[src/rtl/regfile_rdmux_pipe.sv]
// Register file with one write port and NUM_RD independently enabled, registered read ports.
// Optional hardwired-zero entry 0 and same-cycle write-to-read forwarding.
module regfile_rdmux_pipe #(
  parameter int unsigned DATA_W   = 32,
  parameter int unsigned ADDR_W   = 5,
  parameter int unsigned NUM_RD   = 2,
  parameter int unsigned ZERO_REG = 1,
  parameter int unsigned BYPASS   = 1
) (
  input  logic                     clk,
  input  logic                     rst_n,
  input  logic                     wr_en,
  input  logic [ADDR_W-1:0]        wr_addr,
  input  logic [DATA_W-1:0]        wr_data,
  input  logic [NUM_RD-1:0]        rd_en,
  input  logic [NUM_RD*ADDR_W-1:0] rd_addr,
  output logic [NUM_RD*DATA_W-1:0] rd_data,
  output logic [NUM_RD-1:0]        rd_valid
);

  localparam int unsigned Depth = 2 ** ADDR_W;

  logic [DATA_W-1:0] mem_q [Depth];
  logic              wr_fire;

  // Writes to entry 0 are dropped when it is hardwired to zero.
  assign wr_fire = wr_en && !((ZERO_REG != 0) && (wr_addr == '0));

  always_ff @(posedge clk or negedge rst_n) begin
    if (!rst_n) begin
      for (int unsigned k = 0; k < Depth; k++) begin
        mem_q[k] <= '0;
      end
    end else if (wr_fire) begin
      mem_q[wr_addr] <= wr_data;
    end
  end

  for (genvar i = 0; i < NUM_RD; i++) begin : g_rd
    logic [ADDR_W-1:0] addr;
    logic [DATA_W-1:0] data_d;
    logic [DATA_W-1:0] data_q;
    logic              valid_q;

    assign addr = rd_addr[i*ADDR_W +: ADDR_W];

    always_comb begin
      data_d = mem_q[addr];
      if ((BYPASS != 0) && wr_fire && (wr_addr == addr)) begin
        data_d = wr_data;
      end
      if ((ZERO_REG != 0) && (addr == '0)) begin
        data_d = '0;
      end
    end

    // Data holds its last value while the port is idle; only valid drops.
    always_ff @(posedge clk or negedge rst_n) begin
      if (!rst_n) begin
        data_q  <= '0;
        valid_q <= 1'b0;
      end else begin
        valid_q <= rd_en[i];
        if (rd_en[i]) begin
          data_q <= data_d;
        end
      end
    end

    assign rd_data[i*DATA_W +: DATA_W] = data_q;
    assign rd_valid[i]                 = valid_q;
  end

endmodule

[config.mk]
export PLATFORM = sky130hd
export DESIGN_NAME = regfile_rdmux_pipe
export DESIGN_NICKNAME = d
export VERILOG_FILES = /design/src/rtl/regfile_rdmux_pipe.sv
export SDC_FILE = /design/constraint.sdc
export NUM_CORES = 2
export LEC_CHECK = 0
export ABC_CLOCK_PERIOD_IN_PS = 1850
export CORE_ASPECT_RATIO = 1.75
export CORE_MARGIN = 2
export CORE_UTILIZATION = 43
export DETAILED_ROUTE_END_ITERATION = 8
export HOLD_SLACK_MARGIN = 0.03
export SYNTH_ARGS = -nofsm -noshare
export SYNTH_HDL_FRONTEND = slang
export SYNTH_SLANG_ARGS = --single-unit
[constraint.sdc]
create_clock -name clk -period 1.85 [get_ports clk]
set_input_delay 0.37 -clock clk [delete_from_list [all_inputs] [get_ports clk]]
set_output_delay 0.37 -clock clk [all_outputs]
set_load 0.02 [all_outputs]
==> out/results.ini <==
[outcome]
outcome = finished with violations
failed_checks = setup timing

[floorplan]
coreArea_um2 = 131000
die-area_um2 = 135000
die_w_um = 279
initial_core_util_pct = 43.3
die_h_um = 485
ioPinCount = 118
row_count = 176

[synthesis]
ys_warn_count = 0
syn_area_um2 = 56800
async_reset_ff_share_pct = 100
synth_edf_count = 0
postSynthCellCount = 3766
synth.net_count = 3818
ys_ff_latch = 1090
synth_ff_type = dfrtp_1
seq_area_frac_synth_pct = 48.0
syn_avg_cell_area_um2 = 15.1
ys_types = 51

[worst_setup_path]
arrival_ps = 2590
critical_path_class = reg -> reg
cp-start-kind = flip-flop
critical_path.max_fanout = 3
rr_startpoint = mem_q[847]
r2r_setup_slack_ps = -130
crit_required_ps = 2460
r2r_cells = 4
end_kind = flip-flop
r2r-end = g_rd[1].data_q[15]
crit_path_start = mem_q[847]

[routing]
drc = 0
firstDrtPassIters = 5
vias = 39200
wl_per_cell_um = 34.1
detail_route.vias_per_cell = 6.39
antenna_left = 0
drtIter0Drc = 3393
routed_wl_um = 209000

[cells_and_area]
register_area_um2 = 27300
syn_to_final_growth_pct = 24.8
final.fill_count = 10800
finalInstanceArea_um2 = 70900
stdcell_count = 6138
multi_input_area_um2 = 28300
nNetsFinal = 4413
final_util_pct = 54.0
drive_gt1_share_pct = 58.8

[timing]
hold_ws_ps = 147
drv_slew = 0
finalCritPeriodShare_pct = 107
fmax_mhz = 504
rsz0062_at_grt = true
worstMarginPinSlew_ps = 593
fin_worst_skew_ps = 41.9
relSlewSlack_pct = 60.5
fin_ws_ps = -134
setup_viol = 33
min_period_ps = 1980
finalSetupTns_ps = -1760
finalHoldViolCount = 0

[power]
combPwrFrac_pct = 24.7
clkPwrFrac_pct = 31.1
vdd_drop_max_v = 0.000917
powerDensity_nw_per_um2 = 1020
swShare_pct = 28.4
power_mw = 72.0
seqPwrFrac_pct = 44.2
p_leak_nw = 31.4
p_int_mw = 51.6
switching_power_mw = 20.5

[cts]
cts.htree.levels = 3
cts_sinks = 1090
cts_tree = built
clk_latency_ps = 750
cts_root_buffer = clkbuf_16
path_clk_slew_ps = 60
numCtsBuffers = 105
clockBufferDepth = 3

[placed_design]
post-dp-hpwl_um = 144000
gp_congestion = 0.893
port_buffers = 117
place_area_um2 = 66700
place_inst = 5893
dp_slack_ps = -928

[global_routing]
grt_pass1_wl_um = 304000
track_usage_pct = 31.3
antenna_found_initial = 8
grt_max_degree = 82
grt_pass1_vias = 41800
gr-total-overflow = 0

[job]
max_cap_viol_count = 0

[worst_hold_path]
hp-class = in -> async

cells in the mapped netlist, types with 2 or more instances:
library cell | count | area [um^2]
nand2b_1 | 2 | 12.5
a221o_1 | 10 | 100
nor3b_1 | 4 | 30.0
buf_2 | 71 | 355
buf_1 | 62 | 233
or2_2 | 3 | 18.8
dfrtp_1 | 1090 | 27300
nand3_1 | 3 | 15.0
clkbuf_1 | 277 | 1040
o211ai_1 | 2 | 15.0
inv_1 | 3 | 11.3
buf_4 | 12 | 90.1
a221oi_1 | 20 | 175
nand4_1 | 2 | 12.5
a2111o_1 | 32 | 360
mux4_2 | 456 | 10300
nor2_1 | 44 | 165
o22a_1 | 18 | 158
mux2_2 | 992 | 11200
nand2_1 | 24 | 90.1
o211a_1 | 2 | 20.0
buf_6 | 9 | 101
a21oi_1 | 42 | 210
and3_1 | 12 | 75.1
o21ai_0 | 4 | 20.0
nand3b_1 | 5 | 37.5
xnor2_1 | 3 | 26.3
nor2b_1 | 68 | 425
xor2_1 | 7 | 61.3
o221ai_1 | 40 | 350
a22oi_1 | 140 | 1050
mux2i_1 | 228 | 2280
o22ai_1 | 17 | 106
and4_1 | 2 | 17.5
o31ai_1 | 22 | 165
a211oi_1 | 20 | 150
nor3_1 | 4 | 20.0
worst max path at each step:
stage	endpoint	slack, ps	depth (start not counted)
floorplan	g_rd[1].data_q[0]	-460	9
CTS	g_rd[1].data_q[15]	-160	4
detailed placement	g_rd[1].data_q[28]	-930	7
global placement	g_rd[1].data_q[8]	-920	7
finish	g_rd[1].data_q[15]	-130	4
global route	g_rd[1].data_q[15]	-200	4
worst max-delay path, cell delays in order, from the launching register on:
cell and delay, ps:
dfrtp_1 400, mux4_2 490, mux4_2 530, nor2b_4 160
a2111o_1 280
what timing repair did:
item / 4_1_cts / 5_1_grt
resized for setup: 340 / 40
hold buffers: 1 / 0
setup endpoints to repair: 143 / 50
setup buffers: 35 / 13
gates cloned: 3 / 0
hold endpoints to repair: 399 / 0
pin swaps: 6 / 7
kinds of logic (layout without fill, tap and decap cells):
group                     after synthesis  in the layout  synth area share [%]
muxes                                1676           1676                  41.8
DFF                                  1090           1090                  48.0
buffers and inverters                 436           1112                  3.24
AOI/OAI and AO/OA                     375            375                  5.15
and+or+nand+nor                       179            179                  1.70
xor gates and xnor gates               10             10                 0.154
other                                   0              5                     0
layout make-up:
class,count,share of cell area [%]
diodes,5,0.0176
clock buffers,154,4.36
clock inverters,34,0.552
inverters,5,0.0282
multi-input cells,2240,39.9
flip-flops and latches,1090,38.5
well taps,1691,2.98
repair buffers,919,13.6
layout by cell type, fill, tap and decap left out, types with 40 or more instances in the layout:
| cell type | n |
|---|---|
| buf_12 | 205 |
| mux2i_1 | 218 |
| nor2b_1 | 49 |
| mux4_2 | 456 |
| a21oi_1 | 40 |
| clkbuf_16 | 107 |
| dfrtp_1 | 1070 |
| buf_4 | 594 |
| buf_2 | 43 |
| mux2_2 | 992 |
| a22oi_1 | 135 |
layer usage:
metal	GRT usage (%)	wire length, um	vias to the layer above
li1	-	-	15800
met1	38.6	79000	21300
met2	53.3	105000	1548
met3	5.13	13200	540
met4	15.7	12100	4
met5	0	27	-
power groups by stage:
stage | Sequential, mW | Combinational (mW) | Clock (mW)
final | 31.8 | 17.8 | 22.4
after global routing | 32.4 | 18.9 | 23.7
after CTS | 31.8 | 17.6 | 22.7
after detailed placement | 32.2 | 17.4 | 0
after global placement | 32.1 | 17.0 | 0
after floorplan | 31.2 | 10.5 | 0
sequential cells by signal, indices dropped and copies added (netlist names):
signal        cells
mem_q          1024
g_rd.data_q      64
g_rd.valid_q      2
Note: power is estimated with default switching activity, not from simulation.
